[src/rtl/regfile_scoreboard.sv]
// rtl/regfile_scoreboard.sv - pending-writeback scoreboard for the eight architectural registers
module regfile_scoreboard #(
    parameter int NUM_REGS = 8,
    parameter int CNT_W    = 2,
    localparam int SEL_W   = $clog2(NUM_REGS)
) (
    input  logic                clk,
    input  logic                rst_n,
    input  logic                flush,
    input  logic                issue_valid,
    input  logic                issue_wr_en,
    input  logic [SEL_W-1:0]    issue_dst,
    input  logic [SEL_W-1:0]    src1_sel,
    input  logic                src1_used,
    input  logic [SEL_W-1:0]    src2_sel,
    input  logic                src2_used,
    input  logic                wb_valid,
    input  logic [SEL_W-1:0]    wb_dst,
    output logic                stall,
    output logic                issue_ack,
    output logic [NUM_REGS-1:0] busy_vec,
    output logic                err
);

    localparam logic [CNT_W-1:0] CNT_MAX = '1;

    logic [CNT_W-1:0]    cnt_q [NUM_REGS];
    logic [CNT_W-1:0]    cnt_d [NUM_REGS];
    logic [NUM_REGS-1:0] busy_q, busy_d;
    logic                err_q, err_d;
    logic [NUM_REGS-1:0] inc_vec, dec_vec;
    logic                hazard1, hazard2, sat;

    // Hazards look only at registered counters; a same-cycle writeback releases next cycle.
    always_comb begin
        hazard1   = src1_used && (cnt_q[src1_sel] != '0);
        hazard2   = src2_used && (cnt_q[src2_sel] != '0);
        sat       = issue_wr_en && (cnt_q[issue_dst] == CNT_MAX);
        stall     = issue_valid && (hazard1 || hazard2 || sat);
        issue_ack = issue_valid && !stall && !flush;
    end

    always_comb begin
        inc_vec = '0;
        dec_vec = '0;
        busy_d  = '0;
        for (int r = 0; r < NUM_REGS; r++) begin
            inc_vec[r] = issue_ack && issue_wr_en && (issue_dst == SEL_W'(r));
            dec_vec[r] = wb_valid && (wb_dst == SEL_W'(r)) && (cnt_q[r] != '0);
            cnt_d[r]   = cnt_q[r];
            if (flush) begin
                cnt_d[r] = '0;
            end else if (inc_vec[r] && !dec_vec[r]) begin
                cnt_d[r] = cnt_q[r] + CNT_W'(1);
            end else if (dec_vec[r] && !inc_vec[r]) begin
                cnt_d[r] = cnt_q[r] - CNT_W'(1);
            end
            busy_d[r] = (cnt_d[r] != '0);
        end
        // Retiring a register with nothing pending is a protocol error; flush does not hide it.
        err_d = err_q || (wb_valid && (cnt_q[wb_dst] == '0));
    end

    always_ff @(posedge clk or negedge rst_n) begin
        if (!rst_n) begin
            for (int r = 0; r < NUM_REGS; r++) begin
                cnt_q[r] <= '0;
            end
            busy_q <= '0;
            err_q  <= 1'b0;
        end else begin
            for (int r = 0; r < NUM_REGS; r++) begin
                cnt_q[r] <= cnt_d[r];
            end
            busy_q <= busy_d;
            err_q  <= err_d;
        end
    end

    assign busy_vec = busy_q;
    assign err      = err_q;

endmodule
[config.mk]
export PLATFORM = sky130hd
export DESIGN_NAME = regfile_scoreboard
export DESIGN_NICKNAME = d
export VERILOG_FILES = /design/src/rtl/regfile_scoreboard.sv
export SDC_FILE = /design/constraint.sdc
export NUM_CORES = 1
export LEC_CHECK = 0
export ABC_AREA = 0
export CAP_MARGIN = 20
export CORE_ASPECT_RATIO = 1.4
export CORE_UTILIZATION = 55
export CTS_CLUSTER_SIZE = 24
export DETAILED_ROUTE_END_ITERATION = 8
export PLACE_DENSITY = 0.76
export SYNTH_ARGS = -nofsm -noshare
export SYNTH_HDL_FRONTEND = slang
export SYNTH_SLANG_ARGS = --single-unit
[constraint.sdc]
create_clock -name clk -period 6.7 [get_ports clk]
set_input_delay 1.005 -clock clk [delete_from_list [all_inputs] [get_ports clk]]
set_output_delay 1.005 -clock clk [all_outputs]
set_load 0.01 [all_outputs]
=== Word level (Yosys, flattened, before mapping) ===
Index checks and enable logic that the tools add are counted.
W data, S select, Z words.

* Bits in latches: 0
* Word-level logic and storage cells: 175
* Memory bits (writable): 0
* Register bits after elaboration: 25
* Output and inout port bits: 11
* Bits in read-only memories: 0
* Memories: 0
* Input bits: 20

* Equality and inequality tests: 15
* Reduce and logical (&&, ||, !) cells: 90
* $mul: 0
* $add $sub $neg: 16
* Order comparisons: 4
* Shifts and indexed selects: 0
* Divide/modulo/power cells: 0
* Bitwise gates (word level): 4
* Multiplexer cells: 36

{| class="wikitable"
|+ Operators with widths
! kind !! count
|-
| $mux W2 || 32
|-
| $logic_and A1 B1 Y1 || 48
|-
| $reduce_bool A2 Y1 || 18
|-
| $bmux W2 S3 || 4
|-
| $eq A3 B3 Y1 const B || 8
|-
| $logic_not A1 Y1 || 18
|-
| $add A2 B1 Y2 const B || 8
|-
| $ge A4 B4 Y1 const B || 4
|-
| $not A3 Y4 || 4
|-
| $sub A2 B1 Y2 const B || 8
|-
| $eq A3 B2 Y1 const B || 4
|-
| $eq A3 B1 Y1 const B || 2
|-
| $logic_not A3 Y1 || 2
|-
| $logic_or A1 B1 Y1 || 3
|-
| $eq A2 B2 Y1 const B || 1
|-
| $logic_not A2 Y1 || 1
|}

=== Logic depth before layout (Yosys ltp) ===
Gate-level depths: netlist of run 1.

* Word-level depth: 20
* Depth in mapped cells: 7

=== Worst setup path before layout of run 1 ===
No wires, ideal clock.

* Kind: input to output
* Start point: in issue_dst[1]
* End point: out stall
* Stages on the path: 5
* Arrival: 2,454 ps
* Slack: 3,241 ps
* Buffers on the path: 1
* Data required time: 5,695 ps
* Cells stage by stage: buf_2 -> mux4_2 -> mux2i_4 -> a211o_1 -> and2_1

* Longest elaborated chain between the ends: 8

{| class="wikitable"
|+ RTL lines
! what !! line !! text
|-
| start, declared || 12 || <nowiki>input logic [SEL_W-1:0] issue_dst,</nowiki>
|-
| $not A3 Y4 (implied by the code) || 38 || <nowiki>sat = issue_wr_en && (cnt_q[issue_dst] == CNT_MAX);</nowiki>
|-
| $bmux W2 S3 || 38 ||
|-
| $mux W2 (implied by the code) (2 in series) || 38 ||
|-
| $eq A2 B2 Y1 || 38 ||
|-
| $logic_and A1 B1 Y1 || 38 ||
|-
| $logic_or A1 B1 Y1 || 39 || <nowiki>stall = issue_valid && (hazard1 || hazard2 || sat);</nowiki>
|-
| $logic_and A1 B1 Y1 || 39 ||
|-
| end, declared || 19 || <nowiki>output logic stall,</nowiki>
|}

Every way passes these cells. The select of a mux whose other input is x is not followed.

=== Final worst setup path of run 1 ===
Same ends and word-level chain as after synthesis.

==> results of run 1 <==
power by group:
part	switching [mW]	internal [mW]
Combinational	0.0330	0.0272
Clock	0.0508	0.0417
Sequential	0.00129	0.152
cells in the mapped netlist (2+ instances only):
cell type and n:
a211o_1 2, nor4_1 2, or3_1 11, nor3_1 16, mux2i_1 4, xor2_1 3, or4_1 2, nand3b_1 3
o21bai_1 3, nor4b_1 2, nor2_1 24, or3b_1 5, clkbuf_1 9, nand2b_1 6, inv_1 20, nor3b_1 5
a311oi_1 4, a221oi_1 6, ha_1 8, nand3_1 7, a31oi_1 9, mux2_1 6, nand2_1 27, xnor2_1 8
nand4b_1 2, a32o_2 2, dfrtp_1 25, a211oi_1 2, nor4_4 4, mux4_2 2, nand4_1 3, nand4_2 2
a31o_1 3, o21ai_0 2, a21oi_1 3, nor2b_1 4
worst paths after layout:
check	startpoint	end	slack, ps
worst min-delay path	err	err	490
worst max register to register	cnt_q[8]	cnt_q[10]	4090
min in group asynchronous	rst_n	cnt_q[10]	1090
worst max-delay path	issue_dst[1]	stall	2130
worst min register to register	err	err	490
max in group asynchronous	rst_n	busy_vec[5]	5360
worst reg2reg max path: stages, from the launching register on:
cell and delay, ps:
dfrtp_1 430, nor2_1 300, a311oi_1 170, a32o_2 360, nor3_4 350, nand4_2 270, xnor2_1 300, mux2_1 340
area by class of cell:
type	instances	area share, %
multi-input combinational	202	56.7
sequential	25	24.3
timing repair buffer	32	12.3
inverter	20	2.92
tap	42	2.04
clock buffer	3	1.60
clock inverter	1	0.194
logic make-up after synthesis:
| logic type | synth area share (%) |
|---|---|
| and+or+nand+nor | 36.3 |
| adders and majority gates | 4.55 |
| muxes | 7.95 |
| buffers and inverters | 5.34 |
| AOI/OAI and AO/OA | 13.1 |
| xor gates and xnor gates | 4.38 |
| DFF | 28.4 |
sequential cells by signal, summed over array words and instances (netlist names):
name / count
cnt_q: 16
busy_vec: 8
err: 1
layer usage:
layer | up-vias | share of wire [%] | global-route usage, %
met4 | 0 | 2.7 | 13.3
li1 | 998 | - | -
met5 | - | 0 | 0
met1 | 944 | 42 | 32.4
met3 | 13 | 4.3 | 2.87
met2 | 61 | 51 | 44.9
per-stage QoR:
stage / area (µm²) / worst slack, ps / hold WS (ps) / power (mW)
after floorplan: 2200 / 3240 / 504 / 0.189
after CTS: 2570 / 2110 / 495 / 0.311
after detailed placement: 2530 / 2120 / 469 / 0.217
after global routing: 2570 / 2000 / 510 / 0.322
after global placement: 2530 / 2160 / 471 / 0.216
final: 2570 / 2130 / 492 / 0.306
==> flow_summary.yaml, run 1 <==
status:
  outcome: "complete, no violations"
final_layout:
  final_common_cell: "clkdlybuf4s50_1"
  drive_gt1_share_pct: 7.42
  area_delta_synth_final_pct: 16.9
  n_antenna_cell: 0
  mostFrequentLayoutCells: "30 x clkdlybuf4s50_1, 27 x nand2_1, 25 x dfrtp_1, 24 x nor2_1, 20 x inv_1"
  multi_input_area_um2: 1460
  nFillCells: 321
  seq_area_um2: 626
  fin_util_pct: 68.8
  finalNonFillerCells: 325
  nets: 312
logic_synthesis:
  synth_edf_count: 0
  synth_top_area_share_pct: 28.4
  async_flop_share_pct: 100
  syn-cell-area_um2: 2200
  syn_area_per_cell_um2: 8.54
  syn_inst: 258
  synth_area_leaders: "dfrtp_1 28%, nand2_1 4.6%, ha_1 4.5%"
  synth-main-ff-cell: "dfrtp_1"
  ys_types: 48
  synth-seq-cells: 25
  yosys.area.top_type: "dfrtp_1"
  syn-num-nets: 286
  yosysSeqAreaShare_pct: 28.4
  yosysWarnings: 0
pwr:
  power.density_nw_per_um2: 119
  ir_drop_v: 0.000149
  power_leakage_nw: 0.945
cts:
  cts_tree: "built"
  cts_resized: 0
  h-tree-depth: 1
  cts_buffers: 3
  clk_pin_slew_worst_paths_ps: 90
  clk_path_buf_depth: 2
  post_cts_buffers: 0
  cts-root-buf: "clkbuf_8"
  clkLatencyLatePin_ps: 280
  cts_hold_buf: 0
  cts_sinks: 25
placed_design:
  place_inst: 321
  routabilityCongestion: 0.865
  dp_hpwl_mm: 4.07
  port_buffers: 30
sta:
  finClkSkew_ps: 5.49
  tightest_slew_ps: 489
  fmax_mhz: 219
  hold_violations: 0
  tns_ps: 0
  setup_viol: 0
  fin_crit_sh_pct: 68.2
  rsz0062_at_grt: "false"
  slew_violations: 0
  relSlewSlack_pct: 67.3
  finalCriticalPeriod_ps: 4570
worst_setup_path:
  critPathMaxFanout: 9
  worstSetupPathDepth: 6
  critPathTopFamily: "buffers and inverters"
  cp_data_required_time_ps: 5690
  crit_type: "in -> out"
  worst_path_most_repeated_cell: "clkdlybuf4s50_1"
  critPathLaunchType: "input port"
  arrival_ps: 3560
  slowest_delay_ps: 710
  path_cells: "clkdlybuf4s50_1 -> mux4_2 -> mux2i_4 -> a211o_1 -> and2_1 -> clkdlybuf4s50_1"
  slowest_stage: "clkdlybuf4s50_1"
  crit_buf_inv: 2
  reg2regPathDepth: 7
  worstSetupEndpointType: "output pin"
route:
  dr.pass1.iters: 4
  num_vias: 2016
  drt_wl_total_mm: 5.14
  drc: 0
  first_iter_violations: 100
  antenna_left: 0
  wire_per_inst_um: 15.8
  via_per_inst: 6.20
floorplanning:
  rows: 26
  core-area_um2: 3740
  die_width_um: 55.5
  fp.dieArea_um2: 4260
  initial_core_util_pct: 58.9
  die_h_um: 76.9
  ios: 31
grt:
  grt_pass1_wl_mm: 9.03
  grt_pass1_vias: 2017
  grt_use_total_pct: 26.3
  grt_antenna_before_repair: 0
  grt_max_degree: 32
  overflow: 0
job:
  cap_violations: 0
worst_hold_path:
  min_path_type: "reg -> reg"
  hold_depth: 1
No activity file was read; power rests on OpenSTA's default activity.
==> run 2, diff against run 1 <==
- clock period: 6.7 -> 4.5 ns (I/O delays scaled with it)
==> flow_summary.yaml, run 2 (synthesis results as in run 1) <==
worst_setup_path:
  worstSetupEndpointType: "output pin"
  arrival_ps: 3060
  critPathMaxFanout: 8
  rrSetupSlack_ps: 1850
  crit_type: "in -> out"
  cp_data_required_time_ps: 3830
  reg2regPathDepth: 7
  critPathLaunchType: "input port"
status:
  outcome: "complete, no violations"
final_layout:
  seq_area_um2: 626
  regMostFlops: "cnt_q"
  nets: 313
  nFillCells: 336
  drive_gt1_share_pct: 7.39
  n_antenna_cell: 0
  final_common_cell: "clkdlybuf4s50_1"
  mostFrequentLayoutCells: "30 x clkdlybuf4s50_1, 27 x nand2_1, 25 x dfrtp_1, 24 x nor2_1, 20 x inv_1"
  largest_reg_flops: 16
  multi_input_area_um2: 1460
  fin_util_pct: 69.0
  area_delta_synth_final_pct: 17.2
pwr:
  power_leakage_nw: 0.948
  power.density_nw_per_um2: 178
  ir_drop_v: 0.000144
grt:
  grt_pass1_wl_mm: 8.96
  overflow: 0
  grt_use_total_pct: 26.5
  grt_max_degree: 26
  grt_antenna_before_repair: 0
  grt_pass1_vias: 1912
sta:
  fmax_mhz: 268
  relSlewSlack_pct: 61.5
  setup_viol: 0
  tns_ps: 0
  rsz0062_at_grt: "false"
  finClkSkew_ps: 7.15
  finalCriticalPeriod_ps: 3730
  tightest_slew_ps: 576
  hold_violations: 0
  slew_violations: 0
  fin_crit_sh_pct: 82.9
cts:
  post_cts_buffers: 0
  cts_tree: "built"
  clk_path_buf_depth: 2
  cts_buffers: 3
  cts_hold_buf: 0
  clk_pin_slew_worst_paths_ps: 90
  cts_sinks: 25
  cts-root-buf: "clkbuf_8"
  clkLatencyLatePin_ps: 280
  h-tree-depth: 1
  cts_resized: 0
job:
  cap_violations: 0
route:
  wire_per_inst_um: 16.3
  drt_wl_total_mm: 5.30
  first_iter_violations: 85
  num_vias: 2016
  via_per_inst: 6.18
  dr.pass1.iters: 4
  drc: 0
  antenna_left: 0
worst_hold_path:
  hold_depth: 1
  min_path_type: "reg -> reg"
floorplanning:
  rows: 26
  die_h_um: 76.9
  initial_core_util_pct: 58.9
  die_width_um: 55.5
  fp.dieArea_um2: 4260
  ios: 31
  core-area_um2: 3740
placed_design:
  routabilityCongestion: 0.851
  port_buffers: 30
  dp_hpwl_mm: 4.09
==> run 2: cell types whose count changed in the layout (fill, tap and decap cells not counted) <==
cell      before  now
clkinv_2       1    0
clkbuf_1       0    1
buf_4          2    3
==> run 2: cell type report <==
cell class	count	area share [%]
clock buffer	4	1.75
inverter	20	2.91
multi-input combinational	202	56.5
sequential	25	24.2
tap	42	2.04
timing repair buffer	33	12.5
==> run 2: report_power, final <==
part,total [mW],internal (mW),switching [mW]
clock,0.140,0.0636,0.0766
combinational,0.0902,0.0406,0.0496
sequential,0.228,0.226,0.00200
==> run 2: final timing paths <==
kind	start	to
hold / removal	err	err
setup / recovery	src2_sel[1]	issue_ack
min in group asynchronous	rst_n	cnt_q[15]
setup reg to reg	cnt_q[8]	cnt_q[8]
max in group asynchronous	rst_n	cnt_q[0]
hold reg to reg	err	err
==> run 2: layer usage <==
layer  vias to the layer above  share of wire (%)  track usage [%]
met5                         -                  0                0
met4                         0                2.0             11.8
met3                         9                3.4             2.53
met2                        40                 50             44.3
met1                       968                 45             34.3
li1                        999                  -                -
==> run 2: worst max-delay path, stage by stage <==
cell	delay (ps)
clkdlybuf4s50_1	600
nor3b_1	250
o21bai_1	100
a32o_2	370
a211o_1	280
nor3b_1	200
clkdlybuf4s50_1	570
==> run 2: through the flow <==
stage	std cells	setup WS, ps	hold slack [ps]	power [mW]	instance area, µm²
final	326	769	493	0.459	2580
after global routing	326	646	496	0.476	2580
after CTS	326	748	489	0.462	2580
after detailed placement	322	756	463	0.323	2530
after global placement	322	785	461	0.322	2530
after floorplan	258	1700	379	0.281	2200
==> run 3, diff against run 2 <==
- CORE_UTILIZATION: 55 -> 50
- PLACE_DENSITY: 0.76 -> 0.73
- clock period: 4.5 -> 3.17 ns (I/O delays scaled with it)
==> flow_summary.yaml, run 3 (synthesis results as in run 1) <==
route:
  antenna_left: 0
  drc: 0
  num_vias: 2035
  first_iter_violations: 95
  via_per_inst: 5.75
  wire_per_inst_um: 15.3
  dr.pass1.iters: 4
  drt_wl_total_mm: 5.43
grt:
  use_met2_pct: 45.2
  overflow: 0
  grt_busiest_layer: "met2"
  grt_pass1_wl_mm: 9.12
  use_met1_pct: 30.2
  grt_use_total_pct: 25.2
  grt_antenna_before_repair: 0
  grt_max_degree: 30
  met3_usage_pct: 2.90
  grt_pass1_vias: 1934
worst_setup_path:
  crit_type: "in -> out"
  cp_data_required_time_ps: 2690
  critPathMaxFanout: 5
  critPathLaunchType: "input port"
  path_cells: "clkdlybuf4s50_1 -> buf_4 -> nor3_1 -> o21bai_1 -> a32o_2 -> a211o_1 -> and2_1 -> clkdlybuf4s50_1"
  reg2reg_from: "cnt_q[8]"
  critPathTopFamily: "buffers and inverters"
  reg2regPathDepth: 8
  rrSetupSlack_ps: 550
  worst_r2r_endpoint: "cnt_q[10]"
  slowest_delay_ps: 500
  worstSetupPathDepth: 8
  crit_buf_inv: 3
  worstSetupEndpointType: "output pin"
  critPathCapture: "stall"
  worst_path_most_repeated_cell: "clkdlybuf4s50_1"
  slowest_stage: "clkdlybuf4s50_1"
  arrival_ps: 2560
  startpoint: "src2_sel[1]"
placed_design:
  routabilityCongestion: 0.910
  place_area_um2: 2630
  port_buffers: 30
  dp_hpwl_mm: 4.12
sta:
  finClkSkew_ps: 10.7
  relSlewSlack_pct: 66.3
  finalCriticalPeriod_ps: 3030
  hold_violations: 0
  slew_violations: 0
  tightest_slew_ps: 501
  fin_crit_sh_pct: 95.6
  setup_viol: 0
  fmax_mhz: 330
final_layout:
  nFillCells: 367
  mostFrequentLayoutCells: "28 x clkdlybuf4s50_1, 27 x nand2_1, 25 x dfrtp_1, 24 x nor2_1, 20 x inv_1"
  final_common_cell: "clkdlybuf4s50_1"
  area_delta_synth_final_pct: 22.6
  stdcell_area_um2: 2700
  nets: 323
  n_antenna_cell: 0
  largest_reg_flops: 16
  regMostFlops: "cnt_q"
  drive_gt1_share_pct: 11.6
pwr:
  power_leakage_nw: 1.03
  total_power_uw: 678
  power.density_nw_per_um2: 251
  ir_drop_v: 0.000196
floorplanning:
  die_width_um: 58.1
  ios: 31
  core-area_um2: 4240
  die_h_um: 80.5
  rows: 28
  initial_core_util_pct: 51.9
  fp.dieArea_um2: 4680
status:
  outcome: "complete, no violations"
job:
  cap_violations: 0
cts:
  cts_buffers: 3
  h-tree-depth: 1
  cts_hold_buf: 0
  clkLatencyLatePin_ps: 290
  cts_sinks: 25
  clk_pin_slew_worst_paths_ps: 110
  clk_path_buf_depth: 2
  cts-root-buf: "clkbuf_8"
  cts_tree: "built"
worst_hold_path:
  min_path_type: "reg -> reg"
  hold_depth: 1
==> run 3: what timing repair did <==
item / in CTS / in global routing
hold endpoints to repair: 0 / 0
setup buffers: 0 / 0
gates resized for setup: 1 / 3
setup endpoints to repair: 1 / 2
cloned: 0 / 0
pin swaps: 0 / 0
==> run 3: worst min-delay path by stage <==
stage / end / slack (ps) / startpoint
after floorplan: busy_vec[0] / 180 / rst_n
after global placement: err / 470 / err
after CTS: err / 500 / err
final: err / 490 / err
after global routing: err / 520 / err
after detailed placement: err / 470 / err
==> run 3: stage by stage <==
step	instances	utilization (%)	setup slack [ps]	TNS, ps	hold slack [ps]
4_1_cts	354	63.4	28.5	0	499
3_3_place_gp	350	62.1	39.0	0	471
6_report	354	63.7	138	0	490
5_1_grt	354	63.7	-12.4	-12.4	519
3_5_place_dp	350	62.1	-2.34	-2.34	469
2_1_floorplan	258	-	735	0	180
==> run 3: routing by layer <==
| metal | routed length [µm] | up-vias | part of all wire, % |
|---|---|---|---|
| met3 | 148 | 9 | 2.7 |
| met1 | 2380 | 975 | 44 |
| met2 | 2800 | 37 | 52 |
| met4 | 104 | 0 | 1.9 |
| met5 | 0 | - | 0 |
| li1 | - | 1014 | - |
==> run 3: final cells by class <==
class	count	area, µm²	share of cell area, %
multi-input combinational	202	1470	54.5
sequential	25	626	23.2
clock inverter	1	8.76	0.325
timing repair buffer	43	403	14.9
inverter	20	75.1	2.78
clock buffer	3	41.3	1.53
tap	60	75.1	2.78
==> run 3: power breakdown <==
| group | leakage (nW) | internal, mW | switching, mW | total [mW] |
|---|---|---|---|---|
| logic | 0.660 | 0.0662 | 0.0728 | 0.139 |
| registers | 0.343 | 0.321 | 0.00287 | 0.324 |
| clock network | 0.0261 | 0.0927 | 0.122 | 0.215 |
| total | 1.03 | 0.480 | 0.198 | 0.678 |
